--- src/rtl/uart_echo_fifo.sv ---
// Buffered UART echo core: RX FIFO, per-byte uppercase / CR->CRLF transforms,
// drop accounting and a tx_start/tx_ready handshake FSM with a guard timeout.
module uart_echo_fifo #(
  parameter int DEPTH = 16,
  parameter int CNT_W = 16,
  parameter int GUARD = 4,
  localparam int ADDR_W = $clog2(DEPTH)
) (
  input  logic              clk,
  input  logic              sys_rst_n,
  input  logic [1:0]        mode,
  input  logic              rx_valid,
  input  logic [7:0]        rx_data,
  input  logic              tx_ready,
  output logic              tx_start,
  output logic [7:0]        tx_data,
  output logic [ADDR_W:0]   fifo_level,
  output logic              overflow,
  output logic [CNT_W-1:0]  drop_cnt,
  input  logic              clr_ovf
);

  localparam int LVL_W   = ADDR_W + 1;
  localparam int GUARD_W = $clog2(GUARD + 1);
  localparam logic [LVL_W-1:0]   FULL_LVL   = LVL_W'(DEPTH);
  localparam logic [GUARD_W-1:0] GUARD_LAST = GUARD_W'(GUARD - 1);
  localparam logic [CNT_W-1:0]   CNT_MAX    = {CNT_W{1'b1}};

  typedef enum logic [1:0] {
    IDLE    = 2'd0,
    WAIT_LO = 2'd1,
    WAIT_HI = 2'd2
  } state_t;

  function automatic logic [7:0] to_upper(input logic [7:0] b, input logic en);
    return (en && b >= 8'h61 && b <= 8'h7A) ? b - 8'h20 : b;
  endfunction

  logic [7:0]         mem_r [DEPTH];
  logic [ADDR_W-1:0]  wr_ptr_r;
  logic [ADDR_W-1:0]  rd_ptr_r;
  logic               rx_prev_r;
  logic               lf_pending_r;
  logic [GUARD_W-1:0] guard_cnt_r;
  state_t             state_r;

  logic       accept_s;
  logic       full_s;
  logic       empty_s;
  logic       push_s;
  logic       drop_s;
  logic       pop_s;
  logic [7:0] head_s;

  // Full/empty come from the pre-edge level, so a push racing a pop on a full FIFO is dropped.
  assign accept_s = rx_valid & ~rx_prev_r;
  assign full_s   = (fifo_level == FULL_LVL);
  assign empty_s  = (fifo_level == {LVL_W{1'b0}});
  assign push_s   = accept_s & ~full_s;
  assign drop_s   = accept_s & full_s;
  assign pop_s    = (state_r == IDLE) & ~empty_s & tx_ready;
  assign head_s   = mem_r[rd_ptr_r];

  // FIFO storage; contents need no reset because the pointers define validity.
  always_ff @(posedge clk) begin
    if (push_s) begin
      mem_r[wr_ptr_r] <= rx_data;
    end
  end

  // Edge detect on rx_valid, pointers and occupancy.
  always_ff @(posedge clk or negedge sys_rst_n) begin
    if (!sys_rst_n) begin
      rx_prev_r  <= 1'b0;
      wr_ptr_r   <= {ADDR_W{1'b0}};
      rd_ptr_r   <= {ADDR_W{1'b0}};
      fifo_level <= {LVL_W{1'b0}};
    end else begin
      rx_prev_r <= rx_valid;
      if (push_s) begin
        wr_ptr_r <= wr_ptr_r + ADDR_W'(1);
      end
      if (pop_s) begin
        rd_ptr_r <= rd_ptr_r + ADDR_W'(1);
      end
      case ({push_s, pop_s})
        2'b10:   fifo_level <= fifo_level + LVL_W'(1);
        2'b01:   fifo_level <= fifo_level - LVL_W'(1);
        default: fifo_level <= fifo_level;
      endcase
    end
  end

  // Sticky overflow flag and saturating drop counter; a drop beats a coincident clear.
  always_ff @(posedge clk or negedge sys_rst_n) begin
    if (!sys_rst_n) begin
      overflow <= 1'b0;
      drop_cnt <= {CNT_W{1'b0}};
    end else if (drop_s) begin
      overflow <= 1'b1;
      if (clr_ovf) begin
        drop_cnt <= CNT_W'(1);
      end else if (drop_cnt != CNT_MAX) begin
        drop_cnt <= drop_cnt + CNT_W'(1);
      end else begin
        drop_cnt <= drop_cnt;
      end
    end else if (clr_ovf) begin
      overflow <= 1'b0;
      drop_cnt <= {CNT_W{1'b0}};
    end else begin
      overflow <= overflow;
      drop_cnt <= drop_cnt;
    end
  end

  // Transmit handshake FSM with registered tx_start/tx_data and the pending-LF insertion.
  always_ff @(posedge clk or negedge sys_rst_n) begin
    if (!sys_rst_n) begin
      state_r      <= IDLE;
      tx_start     <= 1'b0;
      tx_data      <= 8'h00;
      lf_pending_r <= 1'b0;
      guard_cnt_r  <= {GUARD_W{1'b0}};
    end else begin
      tx_start <= 1'b0;
      case (state_r)
        IDLE: begin
          if (pop_s) begin
            tx_data     <= to_upper(head_s, mode[0]);
            tx_start    <= 1'b1;
            guard_cnt_r <= {GUARD_W{1'b0}};
            state_r     <= WAIT_LO;
            if (mode[1] && head_s == 8'h0D) begin
              lf_pending_r <= 1'b1;
            end
          end
        end
        WAIT_LO: begin
          // The guard covers a transmitter that never visibly drops tx_ready.
          if (!tx_ready || guard_cnt_r == GUARD_LAST) begin
            state_r <= WAIT_HI;
          end else begin
            guard_cnt_r <= guard_cnt_r + GUARD_W'(1);
          end
        end
        WAIT_HI: begin
          if (tx_ready) begin
            if (lf_pending_r) begin
              tx_data      <= 8'h0A;
              tx_start     <= 1'b1;
              lf_pending_r <= 1'b0;
              guard_cnt_r  <= {GUARD_W{1'b0}};
              state_r      <= WAIT_LO;
            end else begin
              state_r <= IDLE;
            end
          end
        end
        default: state_r <= IDLE;
      endcase
    end
  end

endmodule

--- config.mk ---
export PLATFORM = sky130hd
export DESIGN_NAME = uart_echo_fifo
export DESIGN_NICKNAME = d
export VERILOG_FILES = /design/src/rtl/uart_echo_fifo.sv
export SDC_FILE = /design/constraint.sdc
export NUM_CORES = 1
export LEC_CHECK = 0
export ABC_CLOCK_PERIOD_IN_PS = 3900
export CORE_ASPECT_RATIO = 0.8
export CORE_UTILIZATION = 59
export DETAILED_ROUTE_END_ITERATION = 16
export HOLD_SLACK_MARGIN = 0.06
export PLACE_DENSITY = 0.76
export SLEW_MARGIN = 15
export SYNTH_ARGS = -nofsm -noshare
export SYNTH_HDL_FRONTEND = slang
export SYNTH_SLANG_ARGS = --single-unit
--- constraint.sdc ---
create_clock -name clk -period 3.9 [get_ports clk]
set_input_delay 0.78 -clock clk [delete_from_list [all_inputs] [get_ports clk]]
set_output_delay 0.78 -clock clk [all_outputs]
set_load 0.01 [all_outputs]
; ---- Word level (Yosys, flattened, before mapping)
; Memory sizes are Yosys's and may differ from the RTL's.
; Index checks and enable logic that the tools add are counted.
[op_classes]
n_addsub = 7
magnitude_cmp = 2
eq_ne = 14
n_mux = 32
bitwise_logic = 8
n_reduce_logical = 17
[ops]
columns = cell, n
row1 = $mux W16, 4
row2 = $mux W8, 4
row3 = $add A16 B1 Y16 const B, 1
row4 = $ne A16 B16 Y1 const B, 1
row5 = $pmux W8 S2, 1
row6 = $mux W3, 4
row7 = $mux W1, 11
row8 = $ne A2 B2 Y1 const B, 5
row9 = $pmux W5 S2, 1
row10 = $pmux W3 S3, 1
row11 = $add A4 B1 Y4 const B, 2
row12 = $eq A8 B4 Y1 const B, 1
row13 = $ge A8 B7 Y1 const B, 1
row14 = $le A8 B7 Y1 const B, 1
row15 = $reduce_and A4 Y1, 2
row16 = $reduce_bool A2 Y1, 4
row17 = $sub A8 B6 Y8 const B, 1
row18 = $mux W2, 3
row19 = $pmux W2 S3, 1
row20 = $add A5 B1 Y5 const B, 1
row21 = $and A1 B1 Y1, 5
row22 = $eq A5 B5 Y1 const B, 1
row23 = $logic_not A5 Y1, 1
row24 = $reduce_and A5 Y1, 1
row25 = 15 further kinds, 22
[totals]
regBits = 46
ram_bits = 128
in_bits = 15
word_cells = 92
n_memories = 1
[memory_table]
columns = name, words, width, rd, rd_ports_with_merged_regs, write_ports, line_no
row1 = mem_r, 16, 8, 1, 0, 1, 39  ; logic [7:0] mem_r [DEPTH];

; ---- Depth between registers and ports, before layout
; An unclocked memory read counts as a cell.
[logic_depth]
word_depth = 7
depth_mapped = 12
mapped_depth_nobuf = 11

; ---- Worst setup path before layout
; OpenSTA, ideal clock, no wires.
[synth_path]
path_type = input port to flip-flop
from = input tx_ready
to = register fifo_level[4]
t_arrival_ns = 2.919
required_time_ns = 3.777
slack_ns = 0.858
cell_stages = 12
path_buffers = 1
cell_sequence = inv_1 -> a21o_1 -> or3_1 -> inv_2 -> clkbuf_1 -> ha_1 -> ha_1 -> a21o_1 -> a21oi_1 -> xor2_1 -> nor2_1 -> xnor2_1
[synth_via]
elab_chain_cells = 3
elab_cells_between_ends = 5
classes_between = eq/ne: 2 / mux: 1 / bitwise: 1 / reduce/logical: 1
[synth_lines]
columns = element, line_no
row1 = from (decl), 14  ; input logic tx_ready,
row2 = $and A1 B1 Y1 (*), 61  ; assign pop_s = (state_r == IDLE) & ~empty_s & tx_ready;
row3 = named net pop_s, 52  ; logic pop_s;
row4 = $eq A2 B1 Y1 or $eq A2 B2 Y1 (tied branches), 86  ; case ({push_s, pop_s})
row5 = $pmux W5 S2 or $reduce_bool A2 Y1 (tied branches), --
row6 = to (signal assigned), 87  ; 2'b10: fifo_level <= fifo_level + LVL_W'(1);
row7 = to (signal assigned), 88  ; 2'b01: fifo_level <= fifo_level - LVL_W'(1);
row8 = to (signal assigned), 89  ; default: fifo_level <= fifo_level;
row9 = to (decl), 17  ; output logic [ADDR_W:0] fifo_level,
; The timed path passes the listed nets; every way through them passes the cells marked *.
; A chain may end at the register's enable or synchronous reset.

; ---- Final worst setup path
[layout_path]
from = input tx_ready
to = register fifo_level[4]
[layout_via]
elab_chain_cells = 3
elab_cells_between_ends = 5
classes_between = eq/ne: 2 / mux: 1 / bitwise: 1 / reduce/logical: 1
[layout_lines]
columns = element, line_no
row1 = $and A1 B1 Y1 (*), 61
row2 = $eq A2 B1 Y1 or $eq A2 B2 Y1 (tied branches), 86
row3 = $pmux W5 S2 or $reduce_bool A2 Y1 (tied branches), --
; Mark *: on every way between the ends. The rest lies on a longest branch, timed or not.

==> results_dict.tcl <==
set metrics [dict create \
    finalHoldViolCount 0 \
    die_y_um 102 \
    ios 46 \
    rsz0062_at_grt "no" \
    grt_overflow 0 \
    clockBufferDepth 2 \
    htreeDepth 4 \
    numCtsBuffers 17 \
    met1_usage 0.383 \
    endpoint_kind "flip-flop" \
    drt_wl_total_mm 14.7 \
    synth_edf_count 128 \
    timing.setup.tns_ns 0 \
    rrSetupSlack_ns 0.89 \
    grt_pass1_vias 3958 \
    ys_ff_latch 174 \
    vias 4101 \
    antenna_found_initial 0 \
    final_common_cell "edfxtp_1" \
    dp_slack_ns 0.346 \
    report.final.setup_viol 0 \
    reg2reg_to "fifo_level[4]" \
    tightest_slew_ns 0.964 \
    drt-initial-drc-count 480 \
    crit_required_ns 4.21 \
    timing.fmax_mhz 318 \
    rows 36 \
    dieArea_mm2 0.0129 \
    diodes 0 \
    setup_slack_ns 0.751 \
    slew_headroom 0.354 \
    async_reset_ff_frac 0.264 \
    core-area_mm2 0.0122 \
    drive_gt1_frac 0.159 \
    ant_nets 0 \
    cts-root-buf "clkbuf_16" \
    met3_usage 0.0608 \
    syn_avg_cell_area_um2 16.5 \
    cts_hold_buf 0 \
    drtPass1Iterations 4 \
    crit_end "fifo_level[4]" \
    vdd_drop_max_mv 0.383 \
    start_kind "input port" \
    grt_max_degree 47 \
    initial_utilization 0.602 \
    synth_cell_types 51 \
    portBuffers 45 \
    r2r_start "fifo_level[1]" \
    clkSinkCount 174 \
    worst_hold_path_type "input port to asynchronous set/reset pin" \
    critPathMaxFanout 6 \
    die_w_um 127 \
    busiest_layer "met1" \
    critPathKind "input port to flip-flop" \
    yosysSeqAreaShare 0.682 \
    grt_pass1_wl_mm 22.8 \
    syn_inst 443 \
    syn_to_final_growth_pct 16.1 \
    p_per_area_mw_per_mm2 692 \
    clk_pin_slew_worst_paths_ns 0.06 \
    viasPerCell 6.21 \
    use_met2 0.348 \
    drv_cap 0 \
    synthFlopType "edfxtp_1" \
    p_leak_nw 3.01 \
    finalNetCount 524 \
    startpoint "tx_ready" \
    yosys_warnings 0 \
    track_usage 0.249 \
    finalClockSkew_ns 0.00701 \
    synth_nets 472 \
    hpwl_mm 9.75 \
    period_minus_slack_ns 3.15 \
    arrival_ns 3.46 \
    maxSlewViolCount 0 \
    post_cts_buffers 0 \
    post_cts_resized 0 \
    tritoncts "yes" \
    r2r_cells 12 \
    period_share 0.807 \
    wl_per_cell_um 22.2 \
    gp_congestion 0.848 \
    mostFrequentLayoutCells "128 x edfxtp_1, 44 x dfrtp_1, 44 x clkdlybuf4s50_1" \
    syn_area_mm2 0.00733 \
    status "finished clean" \
    insertion_delay_ns 0.43 \
    drcViolationCount 0 \
]
==> stage by stage <==
stage,total power [W],cells,instance area (um2),utilization,hold slack [ns]
CTS,0.00592,659,8490,0.698,0.496
detailed placement,0.00427,627,7910,0.651,0.487
global route,0.00616,660,8510,0.699,0.258
global placement,0.00421,627,7910,0.651,0.467
floorplan,0.00370,443,7330,-,0.457
finish,0.00588,660,8510,0.699,0.243
==> worst max-delay path, stage by stage <==
cell and delay (ns):
clkdlybuf4s50_1 0.59, inv_1 0.10, a21o_1 0.18, or3_1 0.40, inv_2 0.13, ha_1 0.28
ha_1 0.32, a21o_1 0.17, a21oi_1 0.16, xor2_1 0.16, nor2_1 0.07, xnor2_1 0.13
==> layout make-up <==
cell class / instances / area, um2
repair buffers: 51 / 515
inverters: 16 / 60.1
clock buffers: 18 / 429
fillers: 777 / 3660
multi-input cells: 235 / 2170
clock inverters: 14 / 144
well taps: 152 / 190
flip-flops and latches: 174 / 5000
==> worst min-delay path by stage <==
stage                                end  slack, ns
after global placement    guard_cnt_r[0]       0.47
final                        rd_ptr_r[0]       0.24
after global routing         rd_ptr_r[2]       0.26
after CTS                 guard_cnt_r[0]       0.50
after detailed placement  guard_cnt_r[0]       0.49
after floorplan           guard_cnt_r[0]       0.46
==> layer usage <==
layer	vias up	routed length, um
met4	0	172
met2	134	6710
li1	1835	-
met5	-	0
met3	15	797
met1	2117	6990
==> flip-flops by register name, indices dropped and copies added, names as in the netlist, 2 cells and up <==
name / flops
drop_cnt: 16
fifo_level: 5
guard_cnt_r: 3
mem_r: 128
rd_ptr_r: 4
state_r: 2
tx_data: 8
wr_ptr_r: 4
==> power by group <==
group          switching, W  internal [W]  total, W
logic              0.000884      0.000881   0.00177
registers          0.000281       0.00220   0.00248
clock network      0.000698      0.000939   0.00164
==> cells in the mapped netlist (2+ instances only) <==
master,number,share of area
mux2i_1,2,0.0027
edfxtp_1,128,0.52
a22oi_1,11,0.011
nand2b_1,2,0.0017
buf_1,2,0.0010
a21oi_1,7,0.0048
a31oi_1,4,0.0034
clkbuf_1,10,0.0051
a22o_1,4,0.0048
a41oi_1,2,0.0024
and3_1,5,0.0043
and4_1,7,0.0084
o21ai_0,10,0.0068
xor2_1,11,0.013
and2_1,14,0.012
inv_1,13,0.0067
a22oi_2,2,0.0034
nand2_1,19,0.0097
a21o_1,4,0.0041
nor3_1,4,0.0027
nor4_1,2,0.0017
dfrtp_1,46,0.16
nor2_1,21,0.011
or3_1,2,0.0017
nand4_1,6,0.0051
mux4_2,35,0.11
inv_2,2,0.0010
nor3b_1,2,0.0020
buf_2,3,0.0020
xnor2_1,11,0.013
o22ai_1,2,0.0017
nor2b_1,5,0.0043
o21ai_1,2,0.0014
ha_1,13,0.022
buf_6,2,0.0031
nand3_1,13,0.0089
==> logic make-up after synthesis <==
group / count (synthesis) / synth area share
XOR/XNOR: 22 / 0.0263
adder cells (fa/ha/maj): 14 / 0.0249
buffers and inverters: 34 / 0.0222
flip-flops: 174 / 0.682
AND/OR/NAND/NOR: 103 / 0.0743
multiplexers: 39 / 0.113
AO/OA/AOI/OAI: 57 / 0.0572
(Power assumes the default switching activity.)
